## config.mk

```make
export PLATFORM = sky130hd
export DESIGN_NAME = bg_tilemap_gen_flat
export DESIGN_NICKNAME = d
export VERILOG_FILES = /design/src/rtl/video_pkg.sv /design/src/rtl/bg_tilemap_gen_if.sv /design/src/rtl/bg_scroll_regs.sv /design/src/rtl/bg_tilemap_gen.sv /design/src/flat_wrapper.sv
export SDC_FILE = /design/constraint.sdc
export NUM_CORES = 1
export LEC_CHECK = 0
export ABC_AREA = 1
export BUFFER_PORTS_ARGS = -buffer_cell sky130_fd_sc_hd__buf_2
export CAP_MARGIN = 20
export CORE_UTILIZATION = 50
export CTS_CLUSTER_SIZE = 16
export DETAILED_ROUTE_END_ITERATION = 6
export MAX_ROUTING_LAYER = met4
export PLACE_DENSITY_LB_ADDON = 0.05
export SLEW_MARGIN = 20
export SYNTH_ARGS = -nofsm -noshare
export SYNTH_HDL_FRONTEND = slang
export SYNTH_SLANG_ARGS = --single-unit
export TNS_END_PERCENT = 20
```

## constraint.sdc

```tcl
create_clock -name VCLK -period 2.6 [get_ports VCLK]
set_clock_uncertainty 0.1 [all_clocks]
set_input_delay 0.26 -clock VCLK [delete_from_list [all_inputs] [get_ports VCLK]]
set_output_delay 0.26 -clock VCLK [all_outputs]
set_load 0.01 [all_outputs]
```

## src/rtl/video_pkg.sv

```systemverilog
// Shared video constants: map entry layout, tile geometry and the horizontal counter range.
package video_pkg;

    localparam int unsigned FLIP_BIT  = 15;
    localparam int unsigned CODE_LSB  = 0;
    localparam int unsigned TILE_W    = 8;
    localparam int unsigned TILE_H    = 8;
    localparam int unsigned HPOS_WRAP = 512;

    // Palette field sits directly above the tile code in a map entry.
    function automatic int unsigned pal_lsb(int unsigned code_bits);
        return code_bits;
    endfunction

endpackage

```

## src/rtl/bg_tilemap_gen_if.sv

```systemverilog
// Memory-side bus of the background generator: tile-map read port and char ROM read port.
interface bg_tilemap_gen_if #(
    parameter int unsigned MAP_AW    = 10,
    parameter int unsigned CODE_BITS = 9,
    parameter int unsigned BPP       = 2
);

    logic [MAP_AW-1:0]      map_addr;
    logic [15:0]            map_data;
    logic [CODE_BITS+2:0]   rom_addr;
    logic [8*BPP-1:0]       rom_data;

    modport master (
        output map_addr,
        output rom_addr,
        input  map_data,
        input  rom_data
    );

    modport slave (
        input  map_addr,
        input  rom_addr,
        output map_data,
        output rom_data
    );

endinterface

```

## src/rtl/bg_scroll_regs.sv

```systemverilog
// Pending/active X/Y scroll registers; active values only move on a VBLANK rising edge.
module bg_scroll_regs
    import video_pkg::*;
(
    input  logic                           VCLK,
    input  logic                           reset,
    input  logic                           VBLANK,
    input  logic                           scroll_we,
    input  logic [$clog2(HPOS_WRAP)-1:0]   scroll_x_in,
    input  logic [$clog2(HPOS_WRAP)-1:0]   scroll_y_in,
    output logic [$clog2(HPOS_WRAP)-1:0]   sx,
    output logic [$clog2(HPOS_WRAP)-1:0]   sy
);

    localparam int unsigned PosW = $clog2(HPOS_WRAP);

    logic            vblank_q;
    logic            vblank_rise;
    logic [PosW-1:0] pend_x_q, pend_y_q;
    logic [PosW-1:0] act_x_q, act_y_q;

    assign vblank_rise = VBLANK && !vblank_q;

    always_ff @(posedge VCLK) begin
        if (reset) begin
            vblank_q <= 1'b0;
            pend_x_q <= '0;
            pend_y_q <= '0;
            act_x_q  <= '0;
            act_y_q  <= '0;
        end else begin
            vblank_q <= VBLANK;
            if (scroll_we) begin
                pend_x_q <= scroll_x_in;
                pend_y_q <= scroll_y_in;
            end
            // A write landing on the edge bypasses the pending copy.
            if (vblank_rise) begin
                act_x_q <= scroll_we ? scroll_x_in : pend_x_q;
                act_y_q <= scroll_we ? scroll_y_in : pend_y_q;
            end
        end
    end

    assign sx = act_x_q;
    assign sy = act_y_q;

endmodule

```

## src/rtl/bg_tilemap_gen.sv

```systemverilog
// Scrolling background layer: fetches map entry and ROM row per tile, emits one pixel per VCLK.
module bg_tilemap_gen
    import video_pkg::*;
#(
    parameter int unsigned BPP           = 2,
    parameter int unsigned PAL_BITS      = 6,
    parameter int unsigned CODE_BITS     = 9,
    parameter int unsigned MAP_COLS_LOG2 = 5,
    parameter int unsigned MAP_ROWS_LOG2 = 5,
    parameter int unsigned MAP_COLMAJOR  = 1
) (
    input  logic                      VCLK,
    input  logic                      reset,
    input  logic [8:0]                HPOS,
    input  logic [8:0]                VPOS,
    input  logic                      VBLANK,
    input  logic                      scroll_we,
    input  logic [8:0]                scroll_x_in,
    input  logic [8:0]                scroll_y_in,
    input  logic                      layer_en,
    bg_tilemap_gen_if.master          mem,
    output logic [PAL_BITS+BPP-1:0]   pix_out,
    output logic                      pix_opaque
);

    localparam int unsigned PosW   = $clog2(HPOS_WRAP);
    localparam int unsigned FineW  = $clog2(TILE_W);
    localparam int unsigned LineW  = $clog2(TILE_H);
    localparam int unsigned MapAw  = MAP_COLS_LOG2 + MAP_ROWS_LOG2;
    localparam int unsigned RomAw  = CODE_BITS + LineW;
    localparam int unsigned RowW   = TILE_W * BPP;
    localparam int unsigned PalLsb = pal_lsb(CODE_BITS);

    logic [PosW-1:0]          sx, sy, ax, ay;
    logic [FineW-1:0]         fine_x, pix_idx;
    logic [LineW-1:0]         line;
    logic [MAP_COLS_LOG2-1:0] map_col;
    logic [MAP_ROWS_LOG2-1:0] map_row;
    logic [MapAw-1:0]         map_addr_new, map_addr_q;
    logic [RomAw-1:0]         rom_addr_new, rom_addr_q;
    logic                     ph_map, ph_rom, ph_load;
    logic [PAL_BITS-1:0]      pal_nxt_q, pal_q;
    logic                     flip_nxt_q;
    logic [RowW-1:0]          row_q, row_rev;
    logic [BPP-1:0]           pix_bits;

    bg_scroll_regs u_scroll (
        .VCLK        (VCLK),
        .reset       (reset),
        .VBLANK      (VBLANK),
        .scroll_we   (scroll_we),
        .scroll_x_in (scroll_x_in),
        .scroll_y_in (scroll_y_in),
        .sx          (sx),
        .sy          (sy)
    );

    // During hblank (HPOS[8]) the fetches already target the next line.
    assign ax     = HPOS + sx;
    assign ay     = VPOS + sy + {{(PosW-1){1'b0}}, HPOS[PosW-1]};
    assign fine_x = ax[FineW-1:0];
    assign line   = ay[LineW-1:0];

    assign ph_map  = (fine_x == FineW'(5));
    assign ph_rom  = (fine_x == FineW'(6));
    assign ph_load = (fine_x == FineW'(7));

    assign map_col      = MAP_COLS_LOG2'((ax >> FineW) + PosW'(1));
    assign map_row      = MAP_ROWS_LOG2'(ay >> FineW);
    assign map_addr_new = (MAP_COLMAJOR != 0) ? {map_col, map_row} : {map_row, map_col};
    assign rom_addr_new = {mem.map_data[CODE_LSB +: CODE_BITS], line};

    assign mem.map_addr = ph_map ? map_addr_new : map_addr_q;
    assign mem.rom_addr = ph_rom ? rom_addr_new : rom_addr_q;

    always_comb begin
        row_rev = '0;
        for (int p = 0; p < TILE_W; p++) begin
            row_rev[p*BPP +: BPP] = mem.rom_data[(TILE_W-1-p)*BPP +: BPP];
        end
    end

    always_ff @(posedge VCLK) begin
        if (reset) begin
            map_addr_q <= '0;
            rom_addr_q <= '0;
            pal_nxt_q  <= '0;
            flip_nxt_q <= 1'b0;
            pal_q      <= '0;
            row_q      <= '0;
        end else begin
            if (ph_map) map_addr_q <= map_addr_new;
            if (ph_rom) begin
                rom_addr_q <= rom_addr_new;
                pal_nxt_q  <= mem.map_data[PalLsb +: PAL_BITS];
                flip_nxt_q <= mem.map_data[FLIP_BIT];
            end
            if (ph_load) begin
                row_q <= flip_nxt_q ? row_rev : mem.rom_data;
                pal_q <= pal_nxt_q;
            end
        end
    end

    // Pixel 0 occupies the MSBs of the row.
    assign pix_idx  = FineW'(TILE_W - 1) - fine_x;
    assign pix_bits = row_q[pix_idx*BPP +: BPP];

    always_ff @(posedge VCLK) begin
        if (reset) begin
            pix_out    <= '0;
            pix_opaque <= 1'b0;
        end else begin
            pix_out    <= {pal_q, layer_en ? pix_bits : {BPP{1'b0}}};
            pix_opaque <= layer_en && (pix_bits != '0);
        end
    end

endmodule

```

## src/flat_wrapper.sv

```systemverilog
// flat-port wrapper written by rule: the top's interface ports become plain ports
module bg_tilemap_gen_flat import video_pkg::*;
#(
    parameter int unsigned BPP           = 2,
    parameter int unsigned PAL_BITS      = 6,
    parameter int unsigned CODE_BITS     = 9,
    parameter int unsigned MAP_COLS_LOG2 = 5,
    parameter int unsigned MAP_ROWS_LOG2 = 5,
    parameter int unsigned MAP_COLMAJOR  = 1
)
  (VCLK, reset, HPOS, VPOS, VBLANK, scroll_we, scroll_x_in, scroll_y_in, layer_en, pix_out, pix_opaque, mem_map_addr, mem_rom_addr, mem_map_data, mem_rom_data);
  bg_tilemap_gen_if #(.MAP_AW(10), .CODE_BITS(CODE_BITS), .BPP(BPP)) mem_i ();
  input  logic VCLK;
  input  logic reset;
  input  logic [8:0] HPOS;
  input  logic [8:0] VPOS;
  input  logic VBLANK;
  input  logic scroll_we;
  input  logic [8:0] scroll_x_in;
  input  logic [8:0] scroll_y_in;
  input  logic layer_en;
  output logic [PAL_BITS+BPP-1:0] pix_out;
  output logic pix_opaque;
  output wire logic [$bits(mem_i.map_addr)-1:0] mem_map_addr;
  output wire logic [$bits(mem_i.rom_addr)-1:0] mem_rom_addr;
  input wire logic [$bits(mem_i.map_data)-1:0] mem_map_data;
  input wire logic [$bits(mem_i.rom_data)-1:0] mem_rom_data;
  assign mem_map_addr = mem_i.map_addr;
  assign mem_rom_addr = mem_i.rom_addr;
  assign mem_i.map_data = mem_map_data;
  assign mem_i.rom_data = mem_rom_data;
  bg_tilemap_gen #(.BPP(BPP), .PAL_BITS(PAL_BITS), .CODE_BITS(CODE_BITS), .MAP_COLS_LOG2(MAP_COLS_LOG2), .MAP_ROWS_LOG2(MAP_ROWS_LOG2), .MAP_COLMAJOR(MAP_COLMAJOR)) u_core (.VCLK(VCLK), .reset(reset), .HPOS(HPOS), .VPOS(VPOS), .VBLANK(VBLANK), .scroll_we(scroll_we), .scroll_x_in(scroll_x_in), .scroll_y_in(scroll_y_in), .layer_en(layer_en), .mem(mem_i), .pix_out(pix_out), .pix_opaque(pix_opaque));
endmodule
```

* Word-level counts from Yosys, hierarchy flattened
Index checks and enable logic that the tools add are counted.
** Word-level totals
- Register bits after elaboration :: 95
- Input bits :: 73
- Output and inout port bits :: 31
- Word-level logic and storage cells :: 34
** Cells by class
- $add $sub $neg :: 5
- Equality and inequality tests :: 3
- Shift-type cells :: 1
- Mux-type cells :: 5
- Bitwise gates (word level) :: 1
- Reduce and logical (&&, ||, !) cells :: 5
** Operator list (number)
- $mux W9 :: 2
- $add A8 B8 Y8 :: 2
- $mux W16 :: 1
- $shiftx A16 B5 Y2 :: 1
- $mux W12 :: 1
- $mux W10 :: 1
- $eq A3 B3 Y1 const B :: 3
- $add A8 B1 Y8 :: 1
- $add A5 B1 Y5 const B :: 1
- $sub A3 B3 Y3 const A :: 1
- $logic_and A1 B1 Y1 :: 2
- $reduce_bool A2 Y1 :: 1
- $reduce_or A2 Y1 :: 1
- $logic_not A1 Y1 :: 1
- $not A1 Y1 :: 1

* Logic depth before layout (Yosys ltp)
- Word-level depth :: 5
- Depth in mapped cells :: 15
- Gate-level depth less buffers :: 15

* Hierarchy
Synthesis repeated with hierarchy kept, for this count alone.
** Second synthesis, totals
- Cells, all modules :: 686
- Area, all modules :: 5027.3 sq um
** Modules (own cells, without submodules)
- bg_tilemap_gen :: instances 1, cells each 472, area each 3497.1 sq um, sequential area each 1201.2 sq um
- bg_scroll_regs :: instances 1, cells each 214, area each 1530.2 sq um, sequential area each 740.7 sq um

* Worst setup path before layout
Ideal clock, no wire load.
- Path type :: flip-flop to output port
- Start point :: register u_core.u_scroll.act_x_q[0] (netlist: u_core.u_scroll.sx[0])
- End point :: output port mem_map_addr[7]
- Arrival :: 2.008 ns
- Required time :: 2.240 ns
- Setup slack :: 0.232 ns
- Cell stages (with the launch flop) :: 15
- Buffers on the path :: 0
- Cells stage by stage :: dfxtp_1 > ha_1 > inv_1 > fa_1 > inv_1 > nand2_1 > nand2_1 > xor2_1 > inv_1 > ha_1 > or2_1 > nand2_1 > nand2_1 > o21ai_2 > inv_2
** Between the ends
- Word-level cells in the longest chain between the ends :: 3
- Elaborated cells between the ends (all ways) :: 4
** Ends and longest elaborated chain
- from (decl) :: line bg_scroll_regs.sv:20 : logic [PosW-1:0] act_x_q, act_y_q;
- from (signal assigned) :: line bg_scroll_regs.sv:39 : act_x_q <= scroll_we ? scroll_x_in : pend_x_q;
- $add A8 B8 Y8 (*) :: line bg_tilemap_gen.sv:59 : assign ax = HPOS + sx;
- $add A5 B1 Y5 / $eq A3 B3 Y1 (equally long branches) :: line bg_tilemap_gen.sv:68, bg_tilemap_gen.sv:64
- $mux W10 (*)
- to (decl) :: line flat_wrapper.sv:24 : output wire logic [$bits(mem_i.map_addr)-1:0] mem_map_addr;
Every way passes the cells marked *; elsewhere a longest branch is shown, timed or not.

* Final worst setup path
Ends and elaborated chain as after synthesis.

==> qor.yml <==
dp_hpwl_mm: 6.72
rrSetupSlack_ns: 0.17
syn2layout_area_growth_pct: 20.1
die_h_um: 97.9
stdcell_area_um2: 5520
wl_met2_mm: 4.80
dr_total_vias: 3912
setup_ws_ns: -0.145
antenna_found_initial: 0
crit_required_ns: 2.24
io_buffers: 100
multi_input_area_um2: 2270
min-delay-path-class: "in -> reg"
worstPathMaxFanout: 3
grt.overflow.total: 0
irDropWorstVdd_v: 0.000300
grt_pass1_vias: 3729
placed_cells: 768
finalCritPeriodShare: 1.06
die_w_um: 97.9
max-cap-violations: 0
ios: 104
synth.avg_cell_area_um2: 7.96
cts-root-buf: "clkbuf_8"
layout.cells.non_filler: 791
routed_wirelength_mm: 9.73
hold_slack_ns: 0.0241
cts_made_buffers: 9
power_mw: 3.61
viasPerCell: 4.95
insertion_delay_ns: 0.36
rsz0062_at_grt: "true"
timing.rr.end: "u_core.flip_nxt_q$_SDFFE_PP0P_"
syn_area_um2: 4600
grtUsageTotal: 0.221
synth_edf_count: 0
synth_fp_nets: 667
cts_max_level: 3
cts_tree: "done"
clkTransAtPathRegs_ns: 0.09
fin_nets: 768
fill_cells: 857
wl_met1_mm: 4.24
dieArea_um2: 9580
cp-startpoint: "u_core.u_scroll.sx[0]$_SDFFE_PP0P_"
switching_share: 0.321
clkSinkCount: 93
num_rows: 34
slew_violations: 0
critPathKind: "reg -> out"
ys_warn_count: 0
core_um2: 8810
postPlaceCellArea_um2: 5140
setup_viol: 19
p_sw_mw: 1.16
power_frac_clock: 0.268
async_flop_share: 0
initial_utilization: 0.522
timing.fmax_ghz: 0.364
seqPwrFrac: 0.443
wl_met3_um: 445
tightest_slew_ns: 0.630
netlist_instances: 577
wire_per_inst_um: 12.3
combPwrFrac: 0.289
r2r-start: "u_core.u_scroll.sx[0]$_SDFFE_PP0P_"
worstRegToRegCells: 11
timing.critical_path.to: "mem_map_addr[7]"
drtIter0Drc: 81
cts.path.max_buffers: 2
pre_cts_ws_ns: 0.0212
diodes: 0
cts_hold_buf: 0
routed.top_layer: "met4"
violations: "DRC, setup timing"
pwr_density_cell_nw_per_um2: 654
grt_pass1_wl_mm: 16.4
end_kind: "primary output"
seq_area_frac_synth: 0.405
internal_power_mw: 2.45
p_leak_nw: 2.70
ant_nets: 0
seqCellArea_um2: 1860
synthFlopType: "dfxtp_1"
timing.critical_path.arrival_ns: 2.39
post-route-min-period_ns: 2.75
synth-seq-cells: 93
gp_congestion: 0.810
final_layout_size_suffix_gt1_frac: 0.302
outcome: "finished with violations"
worstSetupStartpointType: "flop"
ys_types: 43
slew_headroom: 0.580
firstDrtPassIters: 6
finalHoldViolCount: 0
drc: 6
grt_max_degree: 53
==> critical path, cell delays in order, from the launching register on <==
cell	delay, ns
dfxtp_2	0.36
ha_4	0.13
inv_2	0.03
fa_2	0.34
inv_2	0.06
nand2_1	0.05
nand2_1	0.06
xor2_1	0.18
inv_1	0.07
ha_2	0.19
or2_1	0.20
nand2_1	0.06
nand2_1	0.05
o21ai_2	0.07
inv_2	0.05
buf_6	0.11
==> sequential cells by signal, summed over array words and instances (netlist names) <==
| signal | count |
|---|---|
| u_core.rom_addr_q | 12 |
| u_core.u_scroll.vblank_q | 1 |
| u_core.row_q | 16 |
| u_core.u_scroll.sx | 8 |
| u_core.pal_nxt_q | 6 |
| u_core.pal_q | 6 |
| u_core.u_scroll.pend_y_q | 8 |
| u_core.u_scroll.sy | 8 |
| u_core.flip_nxt_q | 1 |
| u_core.u_scroll.pend_x_q | 8 |
| u_core.pix_out | 8 |
| u_core.map_addr_q | 10 |
| u_core.pix_opaque | 1 |
==> layer usage <==
metal / GRT usage / vias up
li1: - / 2077
met1: 0.248 / 1737
met2: 0.379 / 77
met3: 0.0472 / 21
met4: 0.0932 / 0
met5: - / -
==> cells by family after synthesis <==
logic type / share of synthesized area
adder cells (fa/ha/maj): 0.0512
AO/OA/AOI/OAI: 0.192
multiplexers: 0.0348
AND/OR/NAND/NOR: 0.189
XOR/XNOR: 0.0133
flip-flops: 0.405
buffers and inverters: 0.114
==> cell usage in the layout, fill, tap and decap left out, drive strengths merged <==
cell type  netlist  final
nand3           20     20
and2             1      1
o22ai            1      1
o21ai           48     48
xnor2            4      4
bufbuf           0      1
o21bai           1      1
nand3b           1      1
dfxtp           93     93
o211ai           3      3
ha              14     14
nor2            61     61
xor2             3      3
mux2i           16     16
or2             21     21
a211oi          23     23
a21oi           65     65
bufinv           0      1
nand4            2      2
clkinvlp         0      4
inv             85     86
clkbuf          14      9
o21a             1      1
nor3             1      1
fa               3      3
nand2           78     78
clkinv           0      1
o221ai           3      3
buf             15    118
==> area by class of cell <==
| cell class | instances | share of cell area |
|---|---|---|
| Clock inverter | 7 | 0.0134 |
| Timing Repair Buffer | 119 | 0.131 |
| Clock buffer | 9 | 0.0224 |
| Multi-Input combinational cell | 370 | 0.412 |
| Sequential cell | 93 | 0.338 |
| Tap cell | 108 | 0.0245 |
| Inverter | 85 | 0.0587 |
==> stage by stage <==
stage	TNS (ns)	util
2_1_floorplan	0	-
3_3_place_gp	0	0.584
4_1_cts	-2.59	0.621
5_1_grt	-4.18	0.627
6_report	-1.17	0.627
3_5_place_dp	0	0.584
==> cells in the mapped netlist, drive strengths merged, types with 2 or more instances <==
cell / instances / share of area
o221ai: 3 / 0.0057
nand3: 20 / 0.032
a211oi: 23 / 0.047
clkbuf: 14 / 0.016
xor2: 3 / 0.0057
dfxtp: 93 / 0.41
o21ai: 48 / 0.056
buf: 15 / 0.028
ha: 14 / 0.038
inv: 85 / 0.069
nand4: 2 / 0.0027
fa: 3 / 0.013
o211ai: 3 / 0.0049
mux2i: 16 / 0.035
nor2: 61 / 0.052
or2: 21 / 0.029
a21oi: 65 / 0.074
nand2: 78 / 0.068
xnor2: 4 / 0.0076
==> worst min path at each step <==
stage	startpoint	endpoint	depth (start not counted)
floorplan	VBLANK	u_core.u_scroll.vblank_q$_SDFF_PP0_	2
global placement	u_core.pal_q[3]$_SDFFE_PP0P_	u_core.pix_out[5]$_SDFF_PP0_	2
detailed placement	u_core.pal_q[3]$_SDFFE_PP0P_	u_core.pix_out[5]$_SDFF_PP0_	2
CTS	mem_map_data[13]	u_core.pal_nxt_q[4]$_SDFFE_PP0P_	3
global route	mem_map_data[11]	u_core.pal_nxt_q[2]$_SDFFE_PP0P_	3
finish	mem_map_data[13]	u_core.pal_nxt_q[4]$_SDFFE_PP0P_	3
==> power by group through the flow <==
stage	registers [mW]	clock network [mW]	logic, mW
2_1_floorplan	1.63	0	0.708
3_3_place_gp	1.63	0	0.937
3_5_place_dp	1.63	0	0.957
4_1_cts	1.60	0.997	1.03
5_1_grt	1.62	1.05	1.18
6_report	1.60	0.966	1.04
==> what timing repair did <==
item                                   in CTS  in global routing
setup endpoints to repair                  22                 22
pin swaps                                   6                  6
buffers inserted                            4                  1
endpoints found under the hold margin       0                  0
gates cloned                                2                  0
gates resized for setup                    18                 13
Power figures use the tool's default switching activity.
